===== config.mk =====
export PLATFORM = sky130hd
export DESIGN_NAME = switch_ctrlr_axil_n_flat
export DESIGN_NICKNAME = d
export VERILOG_FILES = /design/src/rtl/switch_ctrlr_axil_n_pkg.sv /design/src/rtl/switch_ctrlr_axil_n_if.sv /design/src/rtl/switch_ctrlr_axil_n_debounce.sv /design/src/rtl/switch_ctrlr_axil_n.sv /design/src/flat_wrapper.sv
export SDC_FILE = /design/constraint.sdc
export NUM_CORES = 1
export LEC_CHECK = 0
export ABC_AREA = 0
export CORE_UTILIZATION = 55
export CTS_CLUSTER_SIZE = 24
export DETAILED_ROUTE_END_ITERATION = 6
export PLACE_DENSITY = 0.84
export SYNTH_ARGS = -nofsm -noshare
export SYNTH_HDL_FRONTEND = slang
export SYNTH_SLANG_ARGS = --single-unit
export TNS_END_PERCENT = 10

===== constraint.sdc =====
create_clock -name aclk -period 6.1 [get_ports aclk]
set_input_delay 1.525 -clock aclk [delete_from_list [all_inputs] [get_ports aclk]]
set_output_delay 1.525 -clock aclk [all_outputs]
set_load 0.005 [all_outputs]

===== src/rtl/switch_ctrlr_axil_n_pkg.sv =====
// Shared constants and types for the AXI4-Lite N-channel switch controller.
package switch_ctrlr_pkg;

    // Word index of each register, taken from address bits [4:2].
    typedef logic [2:0] reg_idx_t;

    localparam reg_idx_t REG_CTRL  = 3'd0;
    localparam reg_idx_t REG_STATE = 3'd1;
    localparam reg_idx_t REG_MASK  = 3'd2;
    localparam reg_idx_t REG_EVENT = 3'd3;
    localparam reg_idx_t REG_RISE  = 3'd4;
    localparam reg_idx_t REG_FALL  = 3'd5;
    localparam reg_idx_t REG_DEBNC = 3'd6;
    localparam reg_idx_t REG_INFO  = 3'd7;

    localparam logic [1:0] RESP_OKAY   = 2'b00;
    localparam logic [1:0] RESP_SLVERR = 2'b10;

    localparam logic [15:0] INFO_VERSION = 16'h0002;

    typedef enum logic [1:0] {WR_IDLE, WR_ACCEPT, WR_RESP} wr_state_t;
    typedef enum logic [1:0] {RD_IDLE, RD_ACCEPT, RD_DATA} rd_state_t;

    // Expand the four byte strobes into a 32-bit bit mask.
    function automatic logic [31:0] strb_mask(input logic [3:0] strb);
        logic [31:0] m;
        for (int b = 0; b < 4; b++) begin
            m[8*b +: 8] = {8{strb[b]}};
        end
        return m;
    endfunction

endpackage


===== src/rtl/switch_ctrlr_axil_n_if.sv =====
// AXI4-Lite bundle between the interconnect (master) and the switch controller (slave).
interface switch_ctrlr_axil_n_if #(
    parameter int ADDR_W = 5
) ();

    logic [ADDR_W-1:0] awaddr;
    logic              awvalid;
    logic              awready;
    logic [31:0]       wdata;
    logic [3:0]        wstrb;
    logic              wvalid;
    logic              wready;
    logic [1:0]        bresp;
    logic              bvalid;
    logic              bready;
    logic [ADDR_W-1:0] araddr;
    logic              arvalid;
    logic              arready;
    logic [31:0]       rdata;
    logic [1:0]        rresp;
    logic              rvalid;
    logic              rready;

    modport master (
        output awaddr, awvalid, wdata, wstrb, wvalid, bready, araddr, arvalid, rready,
        input  awready, wready, bresp, bvalid, arready, rdata, rresp, rvalid
    );

    modport slave (
        input  awaddr, awvalid, wdata, wstrb, wvalid, bready, araddr, arvalid, rready,
        output awready, wready, bresp, bvalid, arready, rdata, rresp, rvalid
    );

endinterface


===== src/rtl/switch_ctrlr_axil_n_debounce.sv =====
// One switch channel: 2-flop synchroniser, programmable debounce, edge detect.
module switch_debounce #(
    parameter int CNT_W = 16
) (
    input  logic             aclk,
    input  logic             areset,
    input  logic             sw_in,
    input  logic [CNT_W-1:0] d_len,
    output logic             sw_state,
    output logic             rise,
    output logic             fall
);

    logic             sync_1;
    logic             sync_2;
    logic             state_q;
    logic [CNT_W-1:0] cnt;

    // Bring the asynchronous pin into the aclk domain.
    always_ff @(posedge aclk or posedge areset) begin
        if (areset) begin
            sync_1 <= 1'b0;
            sync_2 <= 1'b0;
        end else begin
            // NOTE: non-blocking assignments make sync_2 take the old sync_1, giving two real flop stages.
            sync_1 <= sw_in;
            sync_2 <= sync_1;
        end
    end

    // Accept a new level once it has differed for d_len+1 cycles; >= keeps a shortened d_len from wrapping.
    always_ff @(posedge aclk or posedge areset) begin
        if (areset) begin
            cnt      <= '0;
            sw_state <= 1'b0;
        end else if (sync_2 == sw_state) begin
            cnt <= '0;
        end else if (cnt >= d_len) begin
            cnt      <= '0;
            sw_state <= sync_2;
        end else begin
            cnt <= cnt + 1'b1;
        end
    end

    // Previous debounced level for edge detection.
    always_ff @(posedge aclk or posedge areset) begin
        if (areset) state_q <= 1'b0;
        else        state_q <= sw_state;
    end

    assign rise = sw_state & ~state_q;
    assign fall = ~sw_state & state_q;

endmodule


===== src/rtl/switch_ctrlr_axil_n.sv =====
// AXI4-Lite controlled N-channel switch controller with sticky events and a level irq.
module switch_ctrlr_axil_n
    import switch_ctrlr_pkg::*;
#(
    parameter int N_CH   = 4,
    parameter int CNT_W  = 16,
    parameter int ADDR_W = 5
) (
    input  logic                 aclk,
    input  logic                 areset,
    switch_ctrlr_axil_n_if.slave s_axi,
    input  logic [N_CH-1:0]      sw_in,
    output logic [N_CH-1:0]      sw_state,
    output logic                 irq
);

    wr_state_t        wr_state, wr_next;
    rd_state_t        rd_state, rd_next;
    logic             ctrl_en;
    logic [N_CH-1:0]  mask_q, rise_en, fall_en, event_q;
    logic [N_CH-1:0]  rise, fall, ev_set, ev_w1c;
    logic [CNT_W-1:0] debnc;
    logic [31:0]      be_mask, wr_bits, rd_mux, rdata_q;
    reg_idx_t         wr_idx, rd_idx;
    logic             wr_accept;

    // Low address bits are byte offsets inside a word and carry no decode.
    logic [ADDR_W-1:0] unused_addr;
    logic              unused_data;
    assign unused_addr = s_axi.awaddr ^ s_axi.araddr;
    assign unused_data = ^{be_mask, wr_bits};

    assign wr_idx    = s_axi.awaddr[4:2];
    assign rd_idx    = s_axi.araddr[4:2];
    assign wr_accept = (wr_state == WR_ACCEPT);
    assign be_mask   = strb_mask(s_axi.wstrb);
    assign wr_bits   = s_axi.wdata & be_mask;

    for (genvar i = 0; i < N_CH; i++) begin : g_ch
        switch_debounce #(.CNT_W(CNT_W)) u_debounce (
            .aclk     (aclk),
            .areset   (areset),
            .sw_in    (sw_in[i]),
            .d_len    (debnc),
            .sw_state (sw_state[i]),
            .rise     (rise[i]),
            .fall     (fall[i])
        );
    end

    // Handshake state registers for the independent write and read channels.
    always_ff @(posedge aclk or posedge areset) begin
        if (areset) begin
            wr_state <= WR_IDLE;
            rd_state <= RD_IDLE;
        end else begin
            wr_state <= wr_next;
            rd_state <= rd_next;
        end
    end

    // Next state: accept for one cycle, then respond until the master takes it.
    always_comb begin
        // NOTE: defaults first on every combinational output so no path infers a latch.
        wr_next = wr_state;
        rd_next = rd_state;
        case (wr_state)
            WR_IDLE:   if (s_axi.awvalid && s_axi.wvalid) wr_next = WR_ACCEPT;
            WR_ACCEPT: wr_next = WR_RESP;
            WR_RESP:   if (s_axi.bready) wr_next = WR_IDLE;
            default:   wr_next = WR_IDLE;
        endcase
        case (rd_state)
            RD_IDLE:   if (s_axi.arvalid) rd_next = RD_ACCEPT;
            RD_ACCEPT: rd_next = RD_DATA;
            RD_DATA:   if (s_axi.rready) rd_next = RD_IDLE;
            default:   rd_next = RD_IDLE;
        endcase
    end

    // Handshake outputs decoded straight from the state flops.
    always_comb begin
        s_axi.awready = (wr_state == WR_ACCEPT);
        s_axi.wready  = (wr_state == WR_ACCEPT);
        s_axi.bvalid  = (wr_state == WR_RESP);
        s_axi.bresp   = RESP_OKAY;
        s_axi.arready = (rd_state == RD_ACCEPT);
        s_axi.rvalid  = (rd_state == RD_DATA);
        s_axi.rresp   = RESP_OKAY;
        s_axi.rdata   = rdata_q;
    end

    // Byte-masked updates of the RW registers; RO offsets fall through untouched.
    always_ff @(posedge aclk or posedge areset) begin
        if (areset) begin
            ctrl_en <= 1'b0;
            mask_q  <= '0;
            rise_en <= '0;
            fall_en <= '0;
            debnc   <= '0;
        end else if (wr_accept) begin
            case (wr_idx)
                REG_CTRL:  if (be_mask[0]) ctrl_en <= s_axi.wdata[0];
                REG_MASK:  mask_q  <= (mask_q  & ~N_CH'(be_mask))  | N_CH'(wr_bits);
                REG_RISE:  rise_en <= (rise_en & ~N_CH'(be_mask))  | N_CH'(wr_bits);
                REG_FALL:  fall_en <= (fall_en & ~N_CH'(be_mask))  | N_CH'(wr_bits);
                REG_DEBNC: debnc   <= (debnc   & ~CNT_W'(be_mask)) | CNT_W'(wr_bits);
                default:   ;
            endcase
        end
    end

    assign ev_set = (rise & rise_en) | (fall & fall_en);
    assign ev_w1c = (wr_accept && wr_idx == REG_EVENT) ? N_CH'(wr_bits) : '0;

    // Sticky events: a new edge wins over a simultaneous W1C; irq follows one cycle later.
    always_ff @(posedge aclk or posedge areset) begin
        if (areset) begin
            event_q <= '0;
            irq     <= 1'b0;
        end else begin
            event_q <= (event_q & ~ev_w1c) | ev_set;
            irq     <= ctrl_en & |(event_q & mask_q);
        end
    end

    // Read data selection for the captured read index.
    always_comb begin
        rd_mux = '0;
        case (rd_idx)
            REG_CTRL:  rd_mux = {31'b0, ctrl_en};
            REG_STATE: rd_mux = 32'(sw_state);
            REG_MASK:  rd_mux = 32'(mask_q);
            REG_EVENT: rd_mux = 32'(event_q);
            REG_RISE:  rd_mux = 32'(rise_en);
            REG_FALL:  rd_mux = 32'(fall_en);
            REG_DEBNC: rd_mux = 32'(debnc);
            REG_INFO:  rd_mux = {INFO_VERSION, 8'(CNT_W), 8'(N_CH)};
            default:   rd_mux = '0;
        endcase
    end

    // Capture read data in the accept cycle and hold it while rvalid waits for rready.
    always_ff @(posedge aclk or posedge areset) begin
        if (areset)                       rdata_q <= '0;
        else if (rd_state == RD_ACCEPT)   rdata_q <= rd_mux;
    end

endmodule


===== src/flat_wrapper.sv =====
// flat-port wrapper written by rule: the top's interface ports become plain ports
module switch_ctrlr_axil_n_flat import switch_ctrlr_pkg::*;
#(
    parameter int N_CH   = 4,
    parameter int CNT_W  = 16,
    parameter int ADDR_W = 5
)
  (aclk, areset, sw_in, sw_state, irq, s_axi_awaddr, s_axi_awvalid, s_axi_wdata, s_axi_wstrb, s_axi_wvalid, s_axi_bready, s_axi_araddr, s_axi_arvalid, s_axi_rready, s_axi_awready, s_axi_wready, s_axi_bresp, s_axi_bvalid, s_axi_arready, s_axi_rdata, s_axi_rresp, s_axi_rvalid);
  switch_ctrlr_axil_n_if #(.ADDR_W(ADDR_W)) s_axi_i ();
  input  logic aclk;
  input  logic areset;
  input  logic [N_CH-1:0] sw_in;
  output logic [N_CH-1:0] sw_state;
  output logic irq;
  input wire logic [$bits(s_axi_i.awaddr)-1:0] s_axi_awaddr;
  input wire logic [$bits(s_axi_i.awvalid)-1:0] s_axi_awvalid;
  input wire logic [$bits(s_axi_i.wdata)-1:0] s_axi_wdata;
  input wire logic [$bits(s_axi_i.wstrb)-1:0] s_axi_wstrb;
  input wire logic [$bits(s_axi_i.wvalid)-1:0] s_axi_wvalid;
  input wire logic [$bits(s_axi_i.bready)-1:0] s_axi_bready;
  input wire logic [$bits(s_axi_i.araddr)-1:0] s_axi_araddr;
  input wire logic [$bits(s_axi_i.arvalid)-1:0] s_axi_arvalid;
  input wire logic [$bits(s_axi_i.rready)-1:0] s_axi_rready;
  output wire logic [$bits(s_axi_i.awready)-1:0] s_axi_awready;
  output wire logic [$bits(s_axi_i.wready)-1:0] s_axi_wready;
  output wire logic [$bits(s_axi_i.bresp)-1:0] s_axi_bresp;
  output wire logic [$bits(s_axi_i.bvalid)-1:0] s_axi_bvalid;
  output wire logic [$bits(s_axi_i.arready)-1:0] s_axi_arready;
  output wire logic [$bits(s_axi_i.rdata)-1:0] s_axi_rdata;
  output wire logic [$bits(s_axi_i.rresp)-1:0] s_axi_rresp;
  output wire logic [$bits(s_axi_i.rvalid)-1:0] s_axi_rvalid;
  assign s_axi_i.awaddr = s_axi_awaddr;
  assign s_axi_i.awvalid = s_axi_awvalid;
  assign s_axi_i.wdata = s_axi_wdata;
  assign s_axi_i.wstrb = s_axi_wstrb;
  assign s_axi_i.wvalid = s_axi_wvalid;
  assign s_axi_i.bready = s_axi_bready;
  assign s_axi_i.araddr = s_axi_araddr;
  assign s_axi_i.arvalid = s_axi_arvalid;
  assign s_axi_i.rready = s_axi_rready;
  assign s_axi_awready = s_axi_i.awready;
  assign s_axi_wready = s_axi_i.wready;
  assign s_axi_bresp = s_axi_i.bresp;
  assign s_axi_bvalid = s_axi_i.bvalid;
  assign s_axi_arready = s_axi_i.arready;
  assign s_axi_rdata = s_axi_i.rdata;
  assign s_axi_rresp = s_axi_i.rresp;
  assign s_axi_rvalid = s_axi_i.rvalid;
  switch_ctrlr_axil_n #(.N_CH(N_CH), .CNT_W(CNT_W), .ADDR_W(ADDR_W)) u_core (.aclk(aclk), .areset(areset), .s_axi(s_axi_i), .sw_in(sw_in), .sw_state(sw_state), .irq(irq));
endmodule

==> qor.csv <==
stage,metric,value,unit
run_status,status,"finished, final reports clean",
floorplan,overall die area,0.0138,sq mm
critical_path,Critical Path Source Type,input port,
power_and_ir_drop,Sw Pwr,0.749,mW
cts,Post-CTS Hold Fix Bufs,0,
critical_path,CP Capture Type,register,
floorplan,Die Ht,117,um
yosys,Cells after Synth,728,
route,Post-DRT Antenna Nets,0,
global_route,initial antenna violation count,0,
timing,Final Hold Fails,0,
place,dpl ws,2.20,ns
route,Iteration-0 DRC Markers,407,
yosys,Seq cells post-synth,135,
power_and_ir_drop,Seq pwr share,38.5,%
yosys,post-synthesis sequential area ratio,46.1,%
cts,CTS tree,built,
place,GP Congestion,0.852,
timing,setup TNS,0,ns
timing,Final Critical Period,3.56,ns
finish,share of post-route cells with drive strength above 1,6.97,%
yosys,Syn. warnings,0,
timing,f_max,281,MHz
critical_path,cell chain of the critical path,clkdlybuf4s50_1 > nand2_1 > nor3_1 > a22o_1,
floorplan,core area,0.0128,sq mm
cts,Post-CTS Setup Bufs,0,
cts,CTS resizes,0,
yosys,cell area after synthesis,0.00732,sq mm
critical_path,Buf/Inv on CP,1,
critical_path,arrival time worst endpoint,3.92,ns
power_and_ir_drop,power share of the clock group,42.5,%
finish,"most common cell after layout, fill and taps aside",dfrtp_1,
critical_path,crit-path leading delay family,simple AND/OR/NAND/NOR gates,
global_route,GRT Util Overall,27.0,%
timing,fin crit share,58.3,%
cts,clock-pin slew on the worst setup and hold paths,0.05,ns
job,Max-cap violations,0,
finish,area grow syn2layout,18.6,%
cts,CTS sink cnt,135,
cts,maximum clock insertion buffer count,2,
yosys,Yosys cell types,52,
floorplan,Ports,103,
finish,FF+latch area,0.00338,sq mm
power_and_ir_drop,Logic pwr share,19.0,%
floorplan,row count,41,
min_path,WHS Endpoint,u_core.g_ch[1].u_debounce.sync_2,
min_path,Hold Crit Class,register to register,
yosys,syn avg cell area,10.1,sq um
floorplan,Die W,117,um
global_route,vias in the first global route,5867,
finish,n_diodes,0,
critical_path,Critical Path RT,6.46,ns
finish,"commonest cells after routing, fill and taps aside","135 x dfrtp_1, 80 x nor2_1, 76 x nand2_1",
floorplan,Initial Utilization,57.1,%
global_route,largest net degree at the start of global routing,82,
min_path,worst hold start,u_core.g_ch[1].u_debounce.sync_1,
critical_path,Crit Path Max Fanout,16,
global_route,global-route wire length before repair,28900,um
finish,multi-input logic area,0.00363,sq mm
cts,# H-tree levels,4,
timing,clock skew,0.00785,ns
power_and_ir_drop,PD cells,322,mW/mm^2
route,drt wl/cell,17.9,um
route,Vias,5676,
power_and_ir_drop,Internal,2.05,mW
timing,Final Max Slew Viols,0,
yosys,async set-reset flop share out of synthesis,100,%
route,drt pass-1 iters,5,
route,Routed WL,17500,um
timing,Final WS setup,2.54,ns
timing,setup violation total in the final timing report,0,
timing,RSZ-0062 raised after global routing,no,
timing,Rel. slew slack,9.68,%
cts,clock insertion delay at the later pin of the skew report,0.43,ns
critical_path,CP max stage cell,nor3_1,
place,detailed placer's ending HPWL,11900,um
finish,Nets,916,
critical_path,FF-to-FF setup slack,3.58,ns
min_path,hold path depth,0,
yosys,"Top FF cell, synth",dfrtp_1,
route,vias per std cell,5.82,
route,DRC Markers,0,
critical_path,Critical Setup Path Class,input port to register,
cts,Inserted Clock Buffers,17,
timing,actual slew at the worst max-slew pin,1.34,ns
finish,filler cell count,929,
power_and_ir_drop,peak supply drop,0.240,mV
timing,Hold WS,0.349,ns
power_and_ir_drop,leak pwr,4.19,nW
critical_path,RR Endpoint,u_core.g_ch[3].u_debounce.cnt[4],
place,port buffer count,61,
power_and_ir_drop,sw frac,26.8,%
critical_path,worst stage delay on the critical path,1.06,ns
critical_path,worst r2r path cells,6,
yosys,Post-synth EDFFs,0,
cts,CTS root buf,clkbuf_16,
global_route,grt total ovfl,0,
-- cells in the mapped netlist, drive strengths merged (2+ instances only) --
| cell type | count | area, sq um |
|---|---|---|
| nor3 | 9 | 45.0 |
| and4 | 8 | 70.1 |
| o22ai | 3 | 18.8 |
| a21o | 5 | 37.5 |
| nand3b | 2 | 15.0 |
| nand2 | 76 | 285 |
| nand2b | 13 | 81.3 |
| o21ai | 38 | 190 |
| clkbuf | 11 | 41.3 |
| and2 | 2 | 12.5 |
| xnor2 | 19 | 166 |
| nor3b | 3 | 27.5 |
| and3 | 11 | 68.8 |
| a22oi | 3 | 22.5 |
| inv | 36 | 135 |
| a22o | 11 | 96.3 |
| a21oi | 22 | 110 |
| o221ai | 2 | 17.5 |
| mux2i | 4 | 40.0 |
| o31ai | 2 | 15.0 |
| xor2 | 41 | 359 |
| nand3 | 31 | 155 |
| o2111ai | 2 | 17.5 |
| dfrtp | 135 | 3380 |
| nand4 | 21 | 146 |
| ha | 68 | 851 |
| nor2 | 80 | 300 |
| a2111oi | 2 | 17.5 |
| buf | 28 | 204 |
| a2111o | 3 | 33.8 |
| o211ai | 2 | 15.0 |
| o21a | 3 | 22.5 |
| mux2 | 19 | 214 |
-- kinds of logic (layout without fill, tap and decap cells) --
| group | Yosys count | count (layout) | synth area share [%] |
|---|---|---|---|
| AO/OA/AOI/OAI | 105 | 105 | 9.19 |
| XOR/XNOR | 60 | 60 | 7.18 |
| AND/OR/NAND/NOR | 260 | 260 | 16.8 |
| flip-flops | 135 | 135 | 46.1 |
| buffers and inverters | 75 | 133 | 5.19 |
| adder cells (fa/ha/maj) | 68 | 68 | 11.6 |
| other | 1 | 19 | 0.0512 |
| multiplexers | 24 | 24 | 3.78 |
-- final cells by class --
cell class                      instances  share of cell area, %
Clock buffer                           19                   4.98
Multi-Input combinational cell        536                   41.8
Tap cell                              172                   2.48
Sequential cell                       135                   38.9
Inverter                               36                   1.58
Clock inverter                         13                   2.90
Timing Repair Buffer                   65                   7.37
-- layer usage --
| metal | track usage, % | vias to the layer above | wire [um] |
|---|---|---|---|
| met5 | 0 | - | 0 |
| met4 | 12.6 | 0 | 552 |
| met3 | 5.98 | 52 | 990 |
| met2 | 44.2 | 194 | 8550 |
| met1 | 33.9 | 2809 | 7380 |
| li1 | - | 2621 | - |
-- worst max-delay path by stage --
stage | from | end | slack [ns] | cells after the start
floorplan | areset | async pin | 0.96 | 1
global placement | s_axi_araddr[4] | u_core.s_axi.rdata[4] | 2.34 | 4
detailed placement | s_axi_araddr[4] | u_core.s_axi.rdata[10] | 2.20 | 4
CTS | s_axi_araddr[4] | u_core.s_axi.rdata[10] | 2.64 | 4
global route | s_axi_araddr[4] | u_core.s_axi.rdata[9] | 2.41 | 4
finish | s_axi_araddr[4] | u_core.s_axi.rdata[10] | 2.54 | 4
-- through the flow --
stage,util [%],instance area (sq um),cells,total power [mW]
final,67.7,8690,976,2.79
after detailed placement,62.4,8000,944,1.61
after global routing,67.7,8690,976,2.91
after CTS,67.7,8690,976,2.80
after global placement,62.4,8000,944,1.57
after floorplan,-,7390,746,1.36
-- power by group through the flow --
stage / sequential [mW] / clock [mW] / combinational, mW
global route: 1.09 / 1.24 / 0.584
global placement: 1.08 / 0 / 0.493
detailed placement: 1.09 / 0 / 0.520
CTS: 1.07 / 1.19 / 0.532
finish: 1.08 / 1.19 / 0.532
floorplan: 1.07 / 0 / 0.287
Power figures use the tool's default switching activity.
==> patch, RTL diff (same settings) <==
`CNT_W` is set to 16 in 3 places; all go to 32.
--- a/src/rtl/switch_ctrlr_axil_n_debounce.sv
+++ b/src/rtl/switch_ctrlr_axil_n_debounce.sv
@@ -2,3 +2,3 @@
 module switch_debounce #(
-    parameter int CNT_W = 16
+    parameter int CNT_W = 32
 ) (
--- a/src/rtl/switch_ctrlr_axil_n.sv
+++ b/src/rtl/switch_ctrlr_axil_n.sv
@@ -5,3 +5,3 @@
     parameter int N_CH   = 4,
-    parameter int CNT_W  = 16,
+    parameter int CNT_W  = 32,
     parameter int ADDR_W = 5
--- a/src/flat_wrapper.sv
+++ b/src/flat_wrapper.sv
@@ -4,3 +4,3 @@
     parameter int N_CH   = 4,
-    parameter int CNT_W  = 16,
+    parameter int CNT_W  = 32,
     parameter int ADDR_W = 5
Check against the original RTL: not equivalent (Yosys sat finds a counterexample within 4 cycles, from zero or initial values and one cycle with areset high).
==> patch against the unedited design <==
Synthesized cell count grew 83%. Total power grew 64%. Via count grew 90%. Area after synthesis grew 82%. Critical path depth grew 4. Non-clock buffer count grew 41. Sequential cell count grew 95. Wire length grew 94%. Cell area grew 78%. Worst setup slack gained 130 ps. Clock skew grew 6.5 ps. Largest cell class unchanged. Highest routed layer unchanged.
==> patch: results (changes against the unedited design) <==
| Metric | Value |
|---|---|
| Run status | finished, final reports clean |
| Cell Area, Placed | 14570 µm² (+82%) |
| Share of post-route cells with drive strength above 1 | 0.07547 (+0.005820) |
| Yosys cell types | 63 (+21%) |
| Final nets | 1603 (+75%) |
| Met3 WL post-DR | 2149 µm (+120%) |
| WP data arrival | 3810 ps (-110 ps) |
| GPL Wtd Cong | 0.8682 (+1.9%) |
| Routed wl met2 | 15870 µm (+86%) |
| Met1 WL | 14430 µm (+95%) |
| Sequential area share after synthesis | 0.4311 (-0.03027) |
| Crit Path Class | reg2reg |
| Proportion of power drawn by the clock network | 0.350 (-0.075) |
| H-Tree Depth | 1 (-3) |
| GRT met3 Usage | 0.03832 (-0.02150) |
| Detailed Place HPWL | 23690 µm (+100%) |
| Seq pwr | 1.85 mW (+71%) |
| Min-delay src | u_core.g_ch[0].u_debounce.sync_1 |
| DRT iter0 DRCs | 937 (+130%) |
| Post-DR vias/cell | 6.178 (+6.2%) |
| Worst-Skew Late Latency | 530 ps (+100 ps) |
| Worst vdd ir | 0.2502 mV (+4.4%) |
| Vias in the first global route | 10920 (+86%) |
| Slowest-stage cell, CP | a31oi_2 |
| Worst r2r dst | u_core.g_ch[1].u_debounce.sw_state |
| Mean Syn Cell Area | 10.04 µm² (-0.20%) |
| Final Util | 0.6537 (-0.02365) |
| First-pass GRT wire length | 54680 µm (+90%) |
| Filler cells | 1772 (+91%) |
| Routed WL | 33920 µm (+94%) |
| Finished Layout Cells | 1750 (+79%) |
| Leakage | 6.715 nW (+60%) |
## patch: cell count changes in the layout (fill, tap and decap cells not counted), moves of 16 or more
cell	unedited run	this run
nand2_1	76	113
mux2_2	18	34
nand4_1	20	46
ha_1	68	132
xnor2_1	19	69
inv_1	35	68
a21oi_1	22	48
nor3_1	9	143
dfrtp_1	135	230
nor2_1	80	32
nand3_1	31	55
clkdlybuf4s50_1	61	94
## patch: cell families (layout without fill, tap and decap cells)
family	count (synthesis)	in the layout	share of synthesized area
simple gates	501	501	0.1992
fa+ha+maj	132	132	0.1237
compound gates	185	185	0.09456
mux	40	40	0.03411
buf+inv	121	219	0.03833
other cells	1	4	0.0002809
flops	230	230	0.4311
xor+xnor	120	120	0.07873
## patch: layout make-up
cell class | instances | share of cell area
Multi-Input combinational cell | 982 | 0.4605
Clock buffer | 36 | 0.04709
Timing Repair Buffer | 106 | 0.06760
Inverter | 69 | 0.01702
Clock inverter | 8 | 0.009078
Sequential cell | 230 | 0.3729
Tap cell | 319 | 0.02586
